$ cat src/rtl/gray_step_decoder_pkg.sv
// Shared types and constants for the Gray step decoder.
// Holds the FSM state encoding and the default widths.
package gray_step_decoder_pkg;

  localparam int GRAY_W_DEF     = 4;
  localparam int POS_W_DEF      = 16;
  localparam int ERR_W_DEF      = 8;
  localparam int STABLE_CNT_DEF = 4;

  typedef enum logic [1:0] {
    ST_INIT  = 2'd0,
    ST_TRACK = 2'd1,
    ST_FAULT = 2'd2
  } state_t;

endpackage

$ cat src/rtl/gray_step_decoder_sync.sv
// Two-flop synchronizer for the asynchronous Gray bus.
// Gray coding keeps a multi-bit capture coherent when only one bit moves at a time.
module gray_step_decoder_sync #(
  parameter int W = 4
) (
  input  logic         i_clk,
  input  logic         i_rst_n,
  input  logic [W-1:0] d,
  output logic [W-1:0] q
);

  logic [W-1:0] sync1;

  always_ff @(posedge i_clk or negedge i_rst_n) begin
    if (!i_rst_n) begin
      sync1 <= '0;
      q     <= '0;
    end else begin
      sync1 <= d;
      q     <= sync1;
    end
  end

endmodule

$ cat src/rtl/gray_step_decoder.sv
// Receives a remote Gray counter, decodes it and classifies each change as +1, -1 or illegal.
// Drives a wrapping position accumulator and a saturating error counter.
module gray_step_decoder
  import gray_step_decoder_pkg::*;
#(
  parameter int GRAY_W     = GRAY_W_DEF,
  parameter int POS_W      = POS_W_DEF,
  parameter int ERR_W      = ERR_W_DEF,
  parameter int STABLE_CNT = STABLE_CNT_DEF
) (
  input  logic              i_clk,
  input  logic              i_rst_n,
  input  logic [GRAY_W-1:0] i_gray,
  input  logic              i_clr_err,
  output logic [GRAY_W-1:0] o_bin,
  output logic              o_inc,
  output logic              o_dec,
  output logic              o_err,
  output logic              o_locked,
  output logic [POS_W-1:0]  o_pos,
  output logic [ERR_W-1:0]  o_err_cnt
);

  localparam int CNT_W = (STABLE_CNT > 1) ? $clog2(STABLE_CNT) : 1;
  localparam logic [CNT_W-1:0] CNT_LAST = CNT_W'(STABLE_CNT - 1);

  logic [GRAY_W-1:0] sync_gray;
  logic [GRAY_W-1:0] dec_bin;
  logic [GRAY_W-1:0] step;

  state_t            state, state_nxt;
  logic [CNT_W-1:0]  stable_cnt, stable_cnt_nxt;
  logic              inc_nxt, dec_nxt, err_nxt;
  logic [POS_W-1:0]  pos_nxt;
  logic [ERR_W-1:0]  err_cnt_nxt;

  gray_step_decoder_sync #(.W(GRAY_W)) u_sync (
    .i_clk   (i_clk),
    .i_rst_n (i_rst_n),
    .d       (i_gray),
    .q       (sync_gray)
  );

  always_comb begin
    dec_bin = '0;
    dec_bin[GRAY_W-1] = sync_gray[GRAY_W-1];
    for (int i = GRAY_W - 2; i >= 0; i--) begin
      dec_bin[i] = dec_bin[i+1] ^ sync_gray[i];
    end
  end

  assign step = dec_bin - o_bin;

  // INIT and FAULT behave identically: wait for STABLE_CNT unchanged samples before tracking.
  always_comb begin
    state_nxt      = state;
    stable_cnt_nxt = stable_cnt;
    inc_nxt        = 1'b0;
    dec_nxt        = 1'b0;
    err_nxt        = 1'b0;
    case (state)
      ST_TRACK: begin
        if (step == GRAY_W'(1)) begin
          inc_nxt = 1'b1;
        end else if (step == '1) begin
          dec_nxt = 1'b1;
        end else if (step != '0) begin
          err_nxt        = 1'b1;
          state_nxt      = ST_FAULT;
          stable_cnt_nxt = '0;
        end
      end
      default: begin
        if (step != '0) begin
          stable_cnt_nxt = '0;
        end else if (stable_cnt == CNT_LAST) begin
          state_nxt      = ST_TRACK;
          stable_cnt_nxt = '0;
        end else begin
          stable_cnt_nxt = stable_cnt + CNT_W'(1);
        end
      end
    endcase
  end

  // A clear wins over a same-cycle error so software sees a clean zero afterwards.
  always_comb begin
    pos_nxt = o_pos;
    if (inc_nxt) begin
      pos_nxt = o_pos + POS_W'(1);
    end else if (dec_nxt) begin
      pos_nxt = o_pos - POS_W'(1);
    end
    err_cnt_nxt = o_err_cnt;
    if (i_clr_err) begin
      err_cnt_nxt = '0;
    end else if (err_nxt && (o_err_cnt != '1)) begin
      err_cnt_nxt = o_err_cnt + ERR_W'(1);
    end
  end

  always_ff @(posedge i_clk or negedge i_rst_n) begin
    if (!i_rst_n) begin
      state      <= ST_INIT;
      stable_cnt <= '0;
      o_bin      <= '0;
      o_inc      <= 1'b0;
      o_dec      <= 1'b0;
      o_err      <= 1'b0;
      o_pos      <= '0;
      o_err_cnt  <= '0;
    end else begin
      state      <= state_nxt;
      stable_cnt <= stable_cnt_nxt;
      o_bin      <= dec_bin;
      o_inc      <= inc_nxt;
      o_dec      <= dec_nxt;
      o_err      <= err_nxt;
      o_pos      <= pos_nxt;
      o_err_cnt  <= err_cnt_nxt;
    end
  end

  assign o_locked = (state == ST_TRACK);

endmodule

$ cat config.mk
export PLATFORM = sky130hd
export DESIGN_NAME = gray_step_decoder
export DESIGN_NICKNAME = d
export VERILOG_FILES = /design/src/rtl/gray_step_decoder_pkg.sv /design/src/rtl/gray_step_decoder_sync.sv /design/src/rtl/gray_step_decoder.sv
export SDC_FILE = /design/constraint.sdc
export NUM_CORES = 1
export LEC_CHECK = 0
export CORE_MARGIN = 2
export CORE_UTILIZATION = 54
export DETAILED_ROUTE_END_ITERATION = 8
export PLACE_DENSITY = 0.88
export SYNTH_ARGS = -nofsm -noshare
export SYNTH_HDL_FRONTEND = slang
export SYNTH_HIERARCHICAL = 1
export SYNTH_SLANG_ARGS = --single-unit
$ cat constraint.sdc
create_clock -name i_clk -period 5.1 [get_ports i_clk]
set_clock_uncertainty 0.2 [all_clocks]
set_input_delay 0.51 -clock i_clk [delete_from_list [all_inputs] [get_ports i_clk]]
set_output_delay 0.51 -clock i_clk [all_outputs]
set_load 0.02 [all_outputs]
-- Word-level counts from Yosys, hierarchy flattened
Cells that the tools add are included.
- register bits after elaboration: 43
- word-level logic and storage cells: 59
- input port bits: 7
- add/sub/neg operators: 5
- reduce and logical (&&, ||, !) cells: 7
- eq/ne operators: 9
- mux-type cells: 25
- bitwise logic cells: 3
- operators with widths (cell ; number):
    16-bit two-way mux ; 2
    2-bit two-way mux ; 12
    16-bit by 1-bit adder with 16-bit output (second input constant) ; 1
    8-bit two-way mux ; 2
    16-bit by 1-bit subtractor with 16-bit output (second input constant) ; 1
    1-bit two-way mux ; 9
    8-bit by 1-bit adder with 8-bit output (second input constant) ; 1
    8-bit != test (second input constant) ; 1
    2-bit != test (second input constant) ; 3
    2-bit nonzero test ; 3
    5-bit AND reduction ; 1
    4-bit by 1-bit == test with 1-bit output (second input constant) ; 1
    4-bit == test (second input constant) ; 1
    4-bit nonzero test ; 1
    4-bit subtractor ; 1
    3-bit AND reduction ; 1
    1-bit bitwise XOR ; 3
    2-bit by 1-bit adder with 2-bit output (second input constant) ; 1
    2-bit by 1-bit == test with 1-bit output (second input constant) ; 1
    2-bit == test (second input constant) ; 1
    2-bit by 1-bit != test with 1-bit output (second input constant) ; 1
    1-bit logical AND ; 1

-- Logic depth before layout (Yosys ltp)
Gate-level depths: netlist (run 1).
- word-level depth: 12
- gate-level depth with buffers: 19

-- Modules after synthesis
Netlist (run 1), hierarchy kept.
- modules (own cells, without submodules) (module ; cells each ; area an instance (um^2) ; sequential area each (um^2) ; instances):
    gray_step_decoder ; 257 ; 2313.5 ; 875.8 ; 1
    gray_step_decoder_sync ; 8 ; 200.2 ; 200.2 ; 1

-- Least setup slack after synthesis (run 1)
OpenSTA, ideal clock, no wires.
- kind: register -> register
- start: register u_sync.q[3]
- end: register o_pos[15]
- cell stages (with the launch flop): 19
- arrival time: 4384 ps
- setup time: 133 ps
- setup slack: 383 ps
- required time: 4767 ps
- path through: dfrtp_1 > xor2_1 > xnor2_1 > xor2_1 > ha_1 > fa_1 > xor2_1 > nand2_1 > or3_1 > buf_2 > inv_1 > nand3_1 > ha_1 > a211oi_1 > nor4_1 > or2_2 > o311ai_0 > a21oi_1 > nand4b_1
- cells in the longest elaborated chain, start to end: 9
- ends and longest elaborated chain (item ; RTL line ; text):
    start, declared ; gray_step_decoder_sync.sv:9 ; output logic [W-1:0] q
    start signal, assigned ; gray_step_decoder_sync.sv:20 ; q <= sync1;
    1-bit bitwise XOR * ; gray_step_decoder.sv:48 ; dec_bin[i] = dec_bin[i+1] ^ sync_gray[i];
    via dec_bin[2] ; gray_step_decoder.sv:28 ; logic [GRAY_W-1:0] dec_bin;
    1-bit bitwise XOR (2 in a row) ; gray_step_decoder.sv:48 ;
    4-bit subtractor * ; gray_step_decoder.sv:52 ; assign step = dec_bin - o_bin;
    4-bit == test ; gray_step_decoder.sv:65 ; end else if (step == '1) begin
    1-bit two-way mux ; gray_step_decoder.sv:65 ;
    1-bit two-way mux ; gray_step_decoder.sv:63 ; if (step == GRAY_W'(1)) begin
    1-bit two-way mux ; gray_step_decoder.sv:61 ; case (state)
    2-bit nonzero test (no source line) ; -- ;
    end signal, assigned ; gray_step_decoder.sv:119 ; o_pos <= pos_nxt;
    end, declared ; gray_step_decoder.sv:20 ; output logic [POS_W-1:0] o_pos,
Mark *: on every way through the listed nets, which the timed path passes. The rest lies on a longest branch.
A chain may end at the register's enable or synchronous reset.

-- Worst setup path after layout (run 1)
- start: register u_sync.q[3]
- end: register o_pos[12]
Same word-level chain as after synthesis.

==> results of run 1 <==
==> per-layer routing <==
| layer | global-route usage | up-vias | wire length, um |
|---|---|---|---|
| met1 | 0.262 | 1023 | 2210 |
| li1 | - | 1042 | - |
| met4 | 0.0671 | 0 | 123 |
| met2 | 0.385 | 75 | 2680 |
| met3 | 0.0500 | 18 | 263 |
| met5 | 0 | - | 0 |
==> worst max path at each step <==
stage | startpoint | end
4_1_cts | u_sync/q[3] | o_pos[12]
3_5_place_dp | u_sync/q[3] | o_pos[12]
3_3_place_gp | u_sync/q[3] | o_pos[15]
5_1_grt | u_sync/q[3] | o_pos[15]
6_report | u_sync/q[3] | o_pos[12]
2_1_floorplan | u_sync/q[3] | o_pos[15]
==> state kept, by name, indices dropped and copies added, names as in the netlist <==
register      flops
o_bin             4
o_pos            16
o_dec             1
o_err_cnt         8
state             2
stable_cnt        2
u_sync/sync1      4
o_inc             1
u_sync/q          4
o_err             1
==> cell type report <==
cell class	instances	area, um^2	area share
multi-input cells	200	1370	0.444
flip-flops and latches	43	1080	0.350
inverters	17	63.8	0.0208
well taps	52	65.1	0.0212
clock buffers	5	68.8	0.0224
repair buffers	40	390	0.127
clock inverters	3	43.8	0.0142
==> logic make-up (layout without fill, tap and decap cells) <==
logic type	after synthesis	in the layout	synth area share
muxes	1	1	0.00448
DFF	43	43	0.428
AOI/OAI and AO/OA	70	70	0.178
adders and majority gates	21	21	0.111
xor gates and xnor gates	20	20	0.0697
and+or+nand+nor	88	88	0.175
buffers and inverters	22	65	0.0343
==> worst register-to-register path: cells and delay by family (launching register included) <==
kind | cells | cell delay, ns
AOI/OAI and AO/OA | 5 | 1.36
DFF | 1 | 0.42
and+or+nand+nor | 3 | 0.63
adders and majority gates | 3 | 1.00
xor gates and xnor gates | 4 | 0.86
buffers and inverters | 2 | 0.21
==> where the power goes <==
group | switching, W | internal [W] | total [W]
Combinational | 0.000154 | 0.000118 | 0.000272
Clock | 0.000121 | 0.000146 | 0.000267
Sequential | 0.0000127 | 0.000358 | 0.000371
==> cells in the final DEF (no fill, tap or decap), drive strengths merged, types with 2 or more instances in the layout <==
| master | n |
|---|---|
| clkdlybuf4s50 | 37 |
| nand4 | 4 |
| buf | 3 |
| o31ai | 3 |
| a2111oi | 2 |
| nor4b | 3 |
| xnor2 | 10 |
| o21a | 4 |
| nand2 | 31 |
| clkinv | 2 |
| a22o | 2 |
| clkbuf | 5 |
| o211ai | 4 |
| nor2b | 2 |
| dfrtp | 43 |
| nor4 | 3 |
| o21ai | 18 |
| nand3 | 14 |
| ha | 19 |
| nor2 | 11 |
| and3 | 3 |
| a21o | 5 |
| a21oi | 21 |
| inv | 17 |
| o31a | 2 |
| or3 | 4 |
| a31oi | 2 |
| xor2 | 10 |
| fa | 2 |
| nor3 | 6 |
==> per-stage QoR <==
stage          cell area (um^2)  setup WS, ns
6_report                   3070         0.320
5_1_grt                    3070       0.00156
4_1_cts                    3060        0.0468
3_5_place_dp               2950        0.0860
3_3_place_gp               2950         0.368
2_1_floorplan              2510         0.383
==> cells in the mapped netlist, drive strengths merged (2+ instances only) <==
| master | count | area (um^2) |
|---|---|---|
| a2111oi | 2 | 17.5 |
| a21o | 5 | 37.5 |
| a21oi | 21 | 105 |
| a22o | 2 | 17.5 |
| a31oi | 2 | 12.5 |
| and3 | 3 | 23.8 |
| buf | 4 | 18.8 |
| dfrtp | 43 | 1080 |
| fa | 2 | 40.0 |
| ha | 19 | 238 |
| inv | 17 | 63.8 |
| nand2 | 31 | 116 |
| nand3 | 14 | 70.1 |
| nand4 | 4 | 25.0 |
| nor2 | 11 | 41.3 |
| nor2b | 2 | 12.5 |
| nor3 | 6 | 30.0 |
| nor4 | 3 | 18.8 |
| nor4b | 3 | 26.3 |
| o211ai | 4 | 35.0 |
| o21a | 4 | 30.0 |
| o21ai | 18 | 90.1 |
| o31a | 2 | 17.5 |
| o31ai | 3 | 22.5 |
| or3 | 4 | 25.0 |
| xnor2 | 10 | 87.6 |
| xor2 | 10 | 87.6 |
==> what timing repair did <==
| action | CTS | global route |
|---|---|---|
| endpoints found under the hold margin | 0 | 0 |
| resized for setup | 0 | 4 |
| setup endpoints to repair | 0 | 7 |
==> results.ini, run 1 <==
[run_status]
status=finished clean

[timing]
slew_violations=0
min_period_ns=4.78
finalSetupViolCount=0
worst_slew_pin_slew_ns=0.922
holdWs_ns=0.142
rsz0062_at_grt=no
fin_crit_sh=0.937
fin_tns_setup_ns=0
finalHoldViolations=0
relSlewSlack=0.385
clock.fmax_mhz=209

[route]
ant_nets=0
routed_wl_um=5270
drtIter0Drc=107
drt_first_pass_iters=5
wl_per_cell_um=14.6
viasPerCell=5.99
via_count=2158
drc=0

[power]
power.leakage_nw=1.43
powerDensity_mw_per_mm2=296
max-vdd-ir-drop_mv=0.167
p_total_w=0.000910

[critical_path]
cp_top_family=compound AO/OA/AOI/OAI gates
worstRegToRegCells=17
worstReg2RegEnd=o_pos[12]
critPathLaunchType=flop
path_buf_inv=2
path_common_cell=xor2_1
regToRegSetupSlack_ns=0.32
end_kind=flop
crit_fanout=9
max_stage_delay_ns=0.44
path_depth=17
crit_required_ns=5.10
worst-endpoint-arrival_ns=4.78
r2r-start=u_sync/q[3]
cp_slowest_cell=a2111oi_0
path_cells=xor2_1, xnor2_2, xor2_1, ha_1, fa_1, xor2_1, nand2_1, or3_1, inv_1, nand3_2, ha_2, a2111oi_0, inv_1, o2111ai_1, a21oi_1, o21a_1, o31ai_1
criticalPathCategory=reg2reg

[place]
gp_congestion=0.837
dp.cells=352
dpl.hpwl_um=3940
io_buffers=38

[global_routing]
grt_pass1_wl_um=9030
grt_pass1_vias=2076
grt_usage=0.217
grt_max_degree=44
grt_antenna_before_repair=0
grt-ovfl-total=0

[layout]
stdcell_count=360
final_net_count=335
synthToLayoutAreaGrowth_pct=22.3
drive_above_1_share=0.0617
antenna_cells=0
fill_cells=351
fin_util=0.696

[cts]
clk_latency_ns=0.30
cts_root_buffer=clkbuf_8
cts_buffer_depth=2
clock-sinks=43
numCtsBuffers=5
postCtsSetupBuffers=0
cts_tree=built
clk_pin_slew_ns=0.09
cts_hold_buf=0
htreeDepth=2

[synthesis]
synth_cells=265
ys_async_sr_fraction=1.00
synth-main-ff-cell=dfrtp_1
syn_avg_cell_area_um2=9.49
synth_edf_count=0
synth_area_mm2=0.00251
ys_warn_count=6
ys_ff_latch=43
synth_fp_nets=293
ys_types=47
ys_seq_area_frac=0.428

[floorplanning]
fp.dieH_um=72.2
dieArea_mm2=0.00522
ioPinCount=39
coreArea_mm2=0.00441
initial_core_util=0.569
die_w_um=72.2
num_rows=24

[job]
maxCapViolCount=0

[worst_hold_path]
min-delay-path-class=in2async

Power figures use the tool's default switching activity.
==> run 2: changes to the inputs <==
ABC_AREA = 1   (was default)
PLACE_DENSITY = 0.87   (was 0.88)
==> results.ini, run 2 <==
[run_status]
status=finished clean  ; unchanged

[layout]
drive_above_1_share=0.0690  ; was 0.0617
layout_common_cells=nand2_1 (122), dfrtp_1 (43), nand3_1 (41)  ; was dfrtp_1 (43), clkdlybuf4s50_1 (37), nand2_1 (31)
fill_cells=425  ; was 351
final_common_cell=nand2_1  ; was dfrtp_1
largest-register=o_pos  ; unchanged
largest_reg_flops=16  ; unchanged
antenna_cells=0  ; unchanged
stdcell_count=476  ; was 360
synthToLayoutAreaGrowth_pct=18.7  ; was 22.3%
multi_input_area_mm2=0.00153  ; was 0.00137 mm^2
largest_registers=o_pos x16, o_err_cnt x8  ; unchanged
final_net_count=433  ; was 335
layout.area.seq_mm2=0.00108  ; unchanged

[cts]
cts_root_buffer=clkbuf_8  ; unchanged
cts_tree=built  ; unchanged
clock-sinks=43  ; unchanged
numCtsBuffers=5  ; unchanged
postCtsSetupBuffers=0  ; unchanged
clk_pin_slew_ns=0.10  ; was 0.09 ns
cts_hold_buf=0  ; unchanged
cts_resized=0  ; unchanged
clk_latency_ns=0.31  ; was 0.30 ns
htreeDepth=2  ; unchanged
cts_buffer_depth=2  ; unchanged

[floorplanning]
fp.dieH_um=75.9  ; was 72.2 um
coreArea_mm2=0.00504  ; was 0.00441 mm^2
die_w_um=75.9  ; was 72.2 um
ioPinCount=39  ; unchanged
dieArea_mm2=0.00577  ; was 0.00522 mm^2
initial_core_util=0.554  ; was 0.569
num_rows=26  ; was 24

[synthesis]
synth_top_area_share=0.385  ; was 0.428
synth_edf_count=0  ; unchanged
synth_top_family_by_area=simple AND/OR/NAND/NOR gates  ; was compound AO/OA/AOI/OAI gates
synth_common_cells=nand2_1 (122), dfrtp_1 (43), nand3_1 (41)  ; was dfrtp_1 (43), nand2_1 (31), a21oi_1 (21)
synth_most_common_cell=nand2_1  ; was dfrtp_1
synth_top_cell_by_area=dfrtp_1  ; unchanged
synth_area_leaders=dfrtp_1 (38%), nand2_1 (16%), ha_1 (8.5%)  ; was dfrtp_1 (43%), ha_1 (9.5%), nand2_1 (4.6%)
synthAdderAreaFrac=0.0994  ; was 0.111
ys_seq_area_frac=0.385  ; was 0.428
ys_types=29  ; was 47
ys_async_sr_fraction=1.00  ; unchanged
synth_cells=364  ; was 265
ys_warn_count=6  ; unchanged
syn_avg_cell_area_um2=7.68  ; was 9.49 um^2
synthXorXnorAreaFrac=0.0470  ; was 0.0697
ys_ff_latch=43  ; unchanged
synth-main-ff-cell=dfrtp_1  ; unchanged
synth_fp_nets=392  ; was 293
muxShareOfSynthArea=0  ; was 0.00448
synth-simple-area-share=0.360  ; was 0.175
synth_area_mm2=0.00280  ; was 0.00251 mm^2
synth_compound_area_frac=0.0389  ; was 0.178

[timing]
clock.fmax_mhz=224  ; was 209 MHz
finalSetupViolCount=0  ; unchanged
worst_slew_pin_slew_ns=0.942  ; was 0.922 ns
fin_crit_sh=0.873  ; was 0.937
min_period_ns=4.45  ; was 4.78 ns
relSlewSlack=0.372  ; was 0.385
rsz0062_at_grt=no  ; unchanged
fin_tns_setup_ns=0  ; unchanged
slew_violations=0  ; unchanged
finalHoldViolations=0  ; unchanged

[critical_path]
max_stage_delay_ns=0.43  ; was 0.44 ns
path_cells=xor2_1, xor2_1, xor2_1, inv_1, ha_1, fa_1, xnor2_1, nor2_2, nand3_4, nor2_4, nand2_4, ha_1, a21oi_1, nand2_1, a21oi_1, nand2_1, nand3_1, nand2_1, nand2_1, nand2_1  ; was xor2_1, xnor2_2, xor2_1, ha_1, fa_1, xor2_1, nand2_1, or3_1, inv_1, nand3_2, ha_2, a2111oi_0, inv_1, o2111ai_1, a21oi_1, o21a_1, o31ai_1
worst-endpoint-arrival_ns=4.47  ; was 4.78 ns
cp_slowest_cell=ha_1  ; was a2111oi_0
path_common_cell=nand2_1  ; was xor2_1
regToRegSetupSlack_ns=0.65  ; was 0.32 ns
criticalPathCategory=reg2reg  ; unchanged
worstRegToRegCells=20  ; was 17
path_buf_inv=1  ; was 2
cp_top_family=simple AND/OR/NAND/NOR gates  ; was compound AO/OA/AOI/OAI gates
r2r-start=u_sync/q[3]  ; unchanged
critPathLaunchType=flop  ; unchanged
end_kind=flop  ; unchanged
worstReg2RegEnd=o_pos[15]  ; was o_pos[12]
crit_fanout=30  ; was 9
crit_required_ns=5.11  ; was 5.10 ns

[job]
maxCapViolCount=0  ; unchanged

[place]
gp_congestion=0.993  ; was 0.837
io_buffers=38  ; unchanged
dp.cells=468  ; was 352
dpl.hpwl_um=4270  ; was 3940 um

[power]
max-vdd-ir-drop_mv=0.253  ; was 0.167 mV
power.leakage_nw=1.77  ; was 1.43 nW
powerDensity_mw_per_mm2=318  ; was 296 mW/mm^2

[global_routing]
grt_antenna_before_repair=0  ; unchanged
grt_pass1_vias=2267  ; was 2076
grt_max_degree=44  ; unchanged
grt-ovfl-total=0  ; unchanged
grt_usage=0.212  ; was 0.217
grt_pass1_wl_um=9980  ; was 9030 um

[route]
routed_wl_um=5790  ; was 5270 um
wl_per_cell_um=12.2  ; was 14.6 um
drc=0  ; unchanged
viasPerCell=5.19  ; was 5.99
drt_first_pass_iters=4  ; was 5
drtIter0Drc=161  ; was 107
via_count=2471  ; was 2158
ant_nets=0  ; unchanged

[worst_hold_path]
min-delay-path-class=in2async  ; unchanged

run 2: cell count changes after synthesis, sizes merged, moves of 7 or more:
cell   before  now
o21ai      18    4
nand2      31  124
nand3      14   47
inv        17   44
nor2       11   26
xnor2      10    1
a21oi      21   14
run 2: worst register-to-register path: stages (launching register included):
cell     delay, ns
dfrtp_1       0.42
xor2_1        0.27
xor2_1        0.38
xor2_1        0.22
inv_1         0.06
ha_1          0.20
fa_1          0.42
xnor2_1       0.16
nor2_2        0.13
nand3_4       0.14
nor2_4        0.15
nand2_4       0.23
ha_1          0.44
a21oi_1       0.30
nand2_1       0.10
a21oi_1       0.17
nand2_1       0.10
nand3_1       0.11
nand2_1       0.06
nand2_1       0.05
nand2_1       0.04
run 2: area by class of cell:
cell class / instances / share of cell area
Clock buffer: 5 / 0.0207
Multi-Input combinational cell: 273 / 0.460
Tap cell: 70 / 0.0264
Sequential cell: 43 / 0.324
Inverter: 44 / 0.0498
Clock inverter: 3 / 0.00603
Timing Repair Buffer: 38 / 0.113
run 2: metrics by stage:
stage,cell area [um^2],util,hold WS [ns],power [W],worst slack [ns]
3_5_place_dp,3230,0.640,0.137,0.000832,0.654
5_1_grt,3320,0.658,0.165,0.00114,0.274
4_1_cts,3320,0.658,0.157,0.00106,0.632
3_3_place_gp,3230,0.640,0.134,0.000818,0.885
2_1_floorplan,2800,-,0.0144,0.000724,0.985
6_report,3320,0.658,0.131,0.00106,0.645
run 2: worst max-delay path by stage:
stage | start | end | depth (start not counted)
after floorplan | u_sync/q[3] | o_pos[15] | 22
after global placement | u_sync/q[3] | o_pos[15] | 21
after detailed placement | u_sync/q[3] | o_pos[15] | 21
after CTS | u_sync/q[3] | o_pos[15] | 21
after global routing | u_sync/q[3] | o_pos[15] | 21
final | u_sync/q[3] | o_pos[15] | 20
run 2: cell families (layout without fill, tap and decap cells):
logic type,count (synthesis),after routing
adder cells (fa/ha/maj),21,21
AO/OA/AOI/OAI,20,20
AND/OR/NAND/NOR,217,217
flip-flops,43,43
buffers and inverters,48,90
XOR/XNOR,15,15
run 2: power breakdown:
group          switching, W  leakage [nW]  internal (W)
clock              0.000128        0.0402     0.0000954
combinational      0.000280          1.16      0.000166
sequential        0.0000208         0.571      0.000366
total              0.000428          1.77      0.000627
run 2: per-layer routing:
| layer | GRT usage | vias up | part of all wire |
|---|---|---|---|
| met2 | 0.340 | 65 | 0.47 |
| met1 | 0.282 | 1148 | 0.46 |
| met4 | 0.0818 | 0 | 0.018 |
| li1 | - | 1247 | - |
| met3 | 0.0488 | 11 | 0.053 |
| met5 | 0 | - | 0 |
==> run 3: changes to the inputs <==
REMOVE_ABC_BUFFERS = 1   (was default)
==> results.ini, run 3 (synthesis results as in run 2) <==
[run_status]
status=finished clean  ; unchanged

[layout]
drive_above_1_share=0.0665  ; was 0.0690
layout_common_cells=nand2_1 (122), dfrtp_1 (43), nand3_1 (41)  ; unchanged
largest_registers=o_pos x16, o_err_cnt x8  ; unchanged
final_net_count=433  ; unchanged
antenna_cells=0  ; unchanged
largest_reg_flops=16  ; unchanged
synthToLayoutAreaGrowth_pct=18.6  ; was 18.7%
final_common_cell=nand2_1  ; unchanged
largest-register=o_pos  ; unchanged

[cts]
cts_tree=built  ; unchanged
clk_pin_slew_ns=0.09  ; was 0.10 ns
numCtsBuffers=5  ; unchanged
cts_root_buffer=clkbuf_8  ; unchanged
htreeDepth=2  ; unchanged
postCtsSetupBuffers=0  ; unchanged
clk_latency_ns=0.30  ; was 0.31 ns
clock-sinks=43  ; unchanged
cts_resized=0  ; unchanged
cts_hold_buf=0  ; unchanged
cts_buffer_depth=2  ; unchanged

[route]
drtIter0Drc=162  ; was 161
drt_first_pass_iters=4  ; unchanged
routed_wl_um=5690  ; was 5790 um
ant_nets=0  ; unchanged
viasPerCell=5.12  ; was 5.19
drc=0  ; unchanged
wl_per_cell_um=12.0  ; was 12.2 um
via_count=2436  ; was 2471

[timing]
rsz0062_at_grt=no  ; unchanged
fin_tns_setup_ns=0  ; unchanged
finalSetupViolCount=0  ; unchanged
clock.fmax_mhz=223  ; was 224 MHz
min_period_ns=4.48  ; was 4.45 ns
finalHoldViolations=0  ; unchanged
worst_slew_pin_slew_ns=0.948  ; was 0.942 ns
setup_slack_ns=0.616  ; was 0.645 ns
fin_crit_sh=0.879  ; was 0.873
slew_violations=0  ; unchanged
holdWs_ns=0.155  ; was 0.131 ns
relSlewSlack=0.368  ; was 0.372

[place]
place_ws_ns=0.680  ; was 0.654 ns
gp_congestion=0.906  ; was 0.993
io_buffers=38  ; unchanged
dpl.hpwl_um=4160  ; was 4270 um

[global_routing]
grt_pass1_wl_um=10000  ; was 9980 um
grt-ovfl-total=0  ; unchanged
grt_pass1_vias=2312  ; was 2267
grt_usage=0.209  ; was 0.212
grt_antenna_before_repair=0  ; unchanged
grt_max_degree=44  ; unchanged

[job]
maxCapViolCount=0  ; unchanged

[floorplanning]
coreArea_mm2=0.00504  ; unchanged
dieArea_mm2=0.00577  ; unchanged
fp.dieH_um=75.9  ; unchanged
initial_core_util=0.554  ; unchanged
ioPinCount=39  ; unchanged
num_rows=26  ; unchanged
die_w_um=75.9  ; unchanged

[critical_path]
criticalPathCategory=reg2reg  ; unchanged
crit_fanout=30  ; unchanged
critPathLaunchType=flop  ; unchanged
path_cells=xor2_1, xor2_1, xor2_1, inv_1, ha_1, fa_1, xnor2_1, nor2_2, nand3_4, nor2_4, nand2_4, ha_1, or2_2, nand3_1, nand2_1, nand2_1, nand2_1, nand3_1, nand2_1, nand2_1, nand2_1  ; was xor2_1, xor2_1, xor2_1, inv_1, ha_1, fa_1, xnor2_1, nor2_2, nand3_4, nor2_4, nand2_4, ha_1, a21oi_1, nand2_1, a21oi_1, nand2_1, nand3_1, nand2_1, nand2_1, nand2_1
end_kind=flop  ; unchanged
max_stage_delay_ns=0.44  ; was 0.43 ns
worstRegToRegCells=21  ; was 20
path_common_cell=nand2_1  ; unchanged
crit_required_ns=5.09  ; was 5.11 ns
worst-endpoint-arrival_ns=4.48  ; was 4.47 ns
cp_slowest_cell=dfrtp_1  ; was ha_1

[power]
powerDensity_mw_per_mm2=316  ; was 318 mW/mm^2
max-vdd-ir-drop_mv=0.244  ; was 0.253 mV
power.leakage_nw=1.77  ; about the same

[worst_hold_path]
min-delay-path-class=in2async  ; unchanged

[run 3: changes by cell type in the layout (fill, tap and decap cells not counted), sizes merged]
cell      before  now
clkinvlp       2    1
clkbuf         5    6
[run 3: stage by stage]
stage / cell area, um^2 / total power (W) / util / cells
after floorplan: 2770 / 0.000723 / - / 360
after global placement: 3230 / 0.000817 / 0.640 / 468
after detailed placement: 3230 / 0.000830 / 0.640 / 468
after CTS: 3310 / 0.00105 / 0.657 / 476
after global routing: 3310 / 0.00113 / 0.657 / 476
final: 3310 / 0.00105 / 0.657 / 476
[run 3: critical path, delay by kind of cell, from the launching register on]
family | cells | cell delay [ns]
fa+ha+maj | 3 | 1.04
simple gates | 13 | 1.52
flops | 1 | 0.44
xor+xnor | 4 | 1.09
buf+inv | 1 | 0.07
[run 3: cell type report]
type | count | area (um^2)
tap | 70 | 87.6
fill | 418 | 1730
clock inverter | 2 | 12.5
multi-input combinational | 273 | 1530
timing repair buffer | 38 | 375
clock buffer | 6 | 72.6
inverter | 44 | 165
sequential | 43 | 1080
[run 3: path summary, 6_finish.rpt]
path	end	start	slack, ns
setup / recovery	o_pos[15]	u_sync/q[3]	0.62
hold / removal	o_pos[10]	i_rst_n	0.15
min in group i_clk	u_sync/q[1]	u_sync/sync1[1]	0.15
setup reg to reg	o_pos[15]	u_sync/q[3]	0.62
max in group asynchronous	state[0]	i_rst_n	3.96
hold reg to reg	u_sync/q[1]	u_sync/sync1[1]	0.15
[run 3: report_power, final]
part,internal [W],leakage [nW],switching [W]
combinational,0.000166,1.16,0.000277
clock,0.0000959,0.0412,0.000122
sequential,0.000366,0.571,0.0000203
total,0.000627,1.77,0.000420
[run 3: metal layers]
layer	GRT usage	wire length [um]	up-vias
met1	0.277	2660	1131
met2	0.360	2750	46
li1	-	-	1252
met5	0	0	-
met4	0.0436	56	0
met3	0.0381	223	7
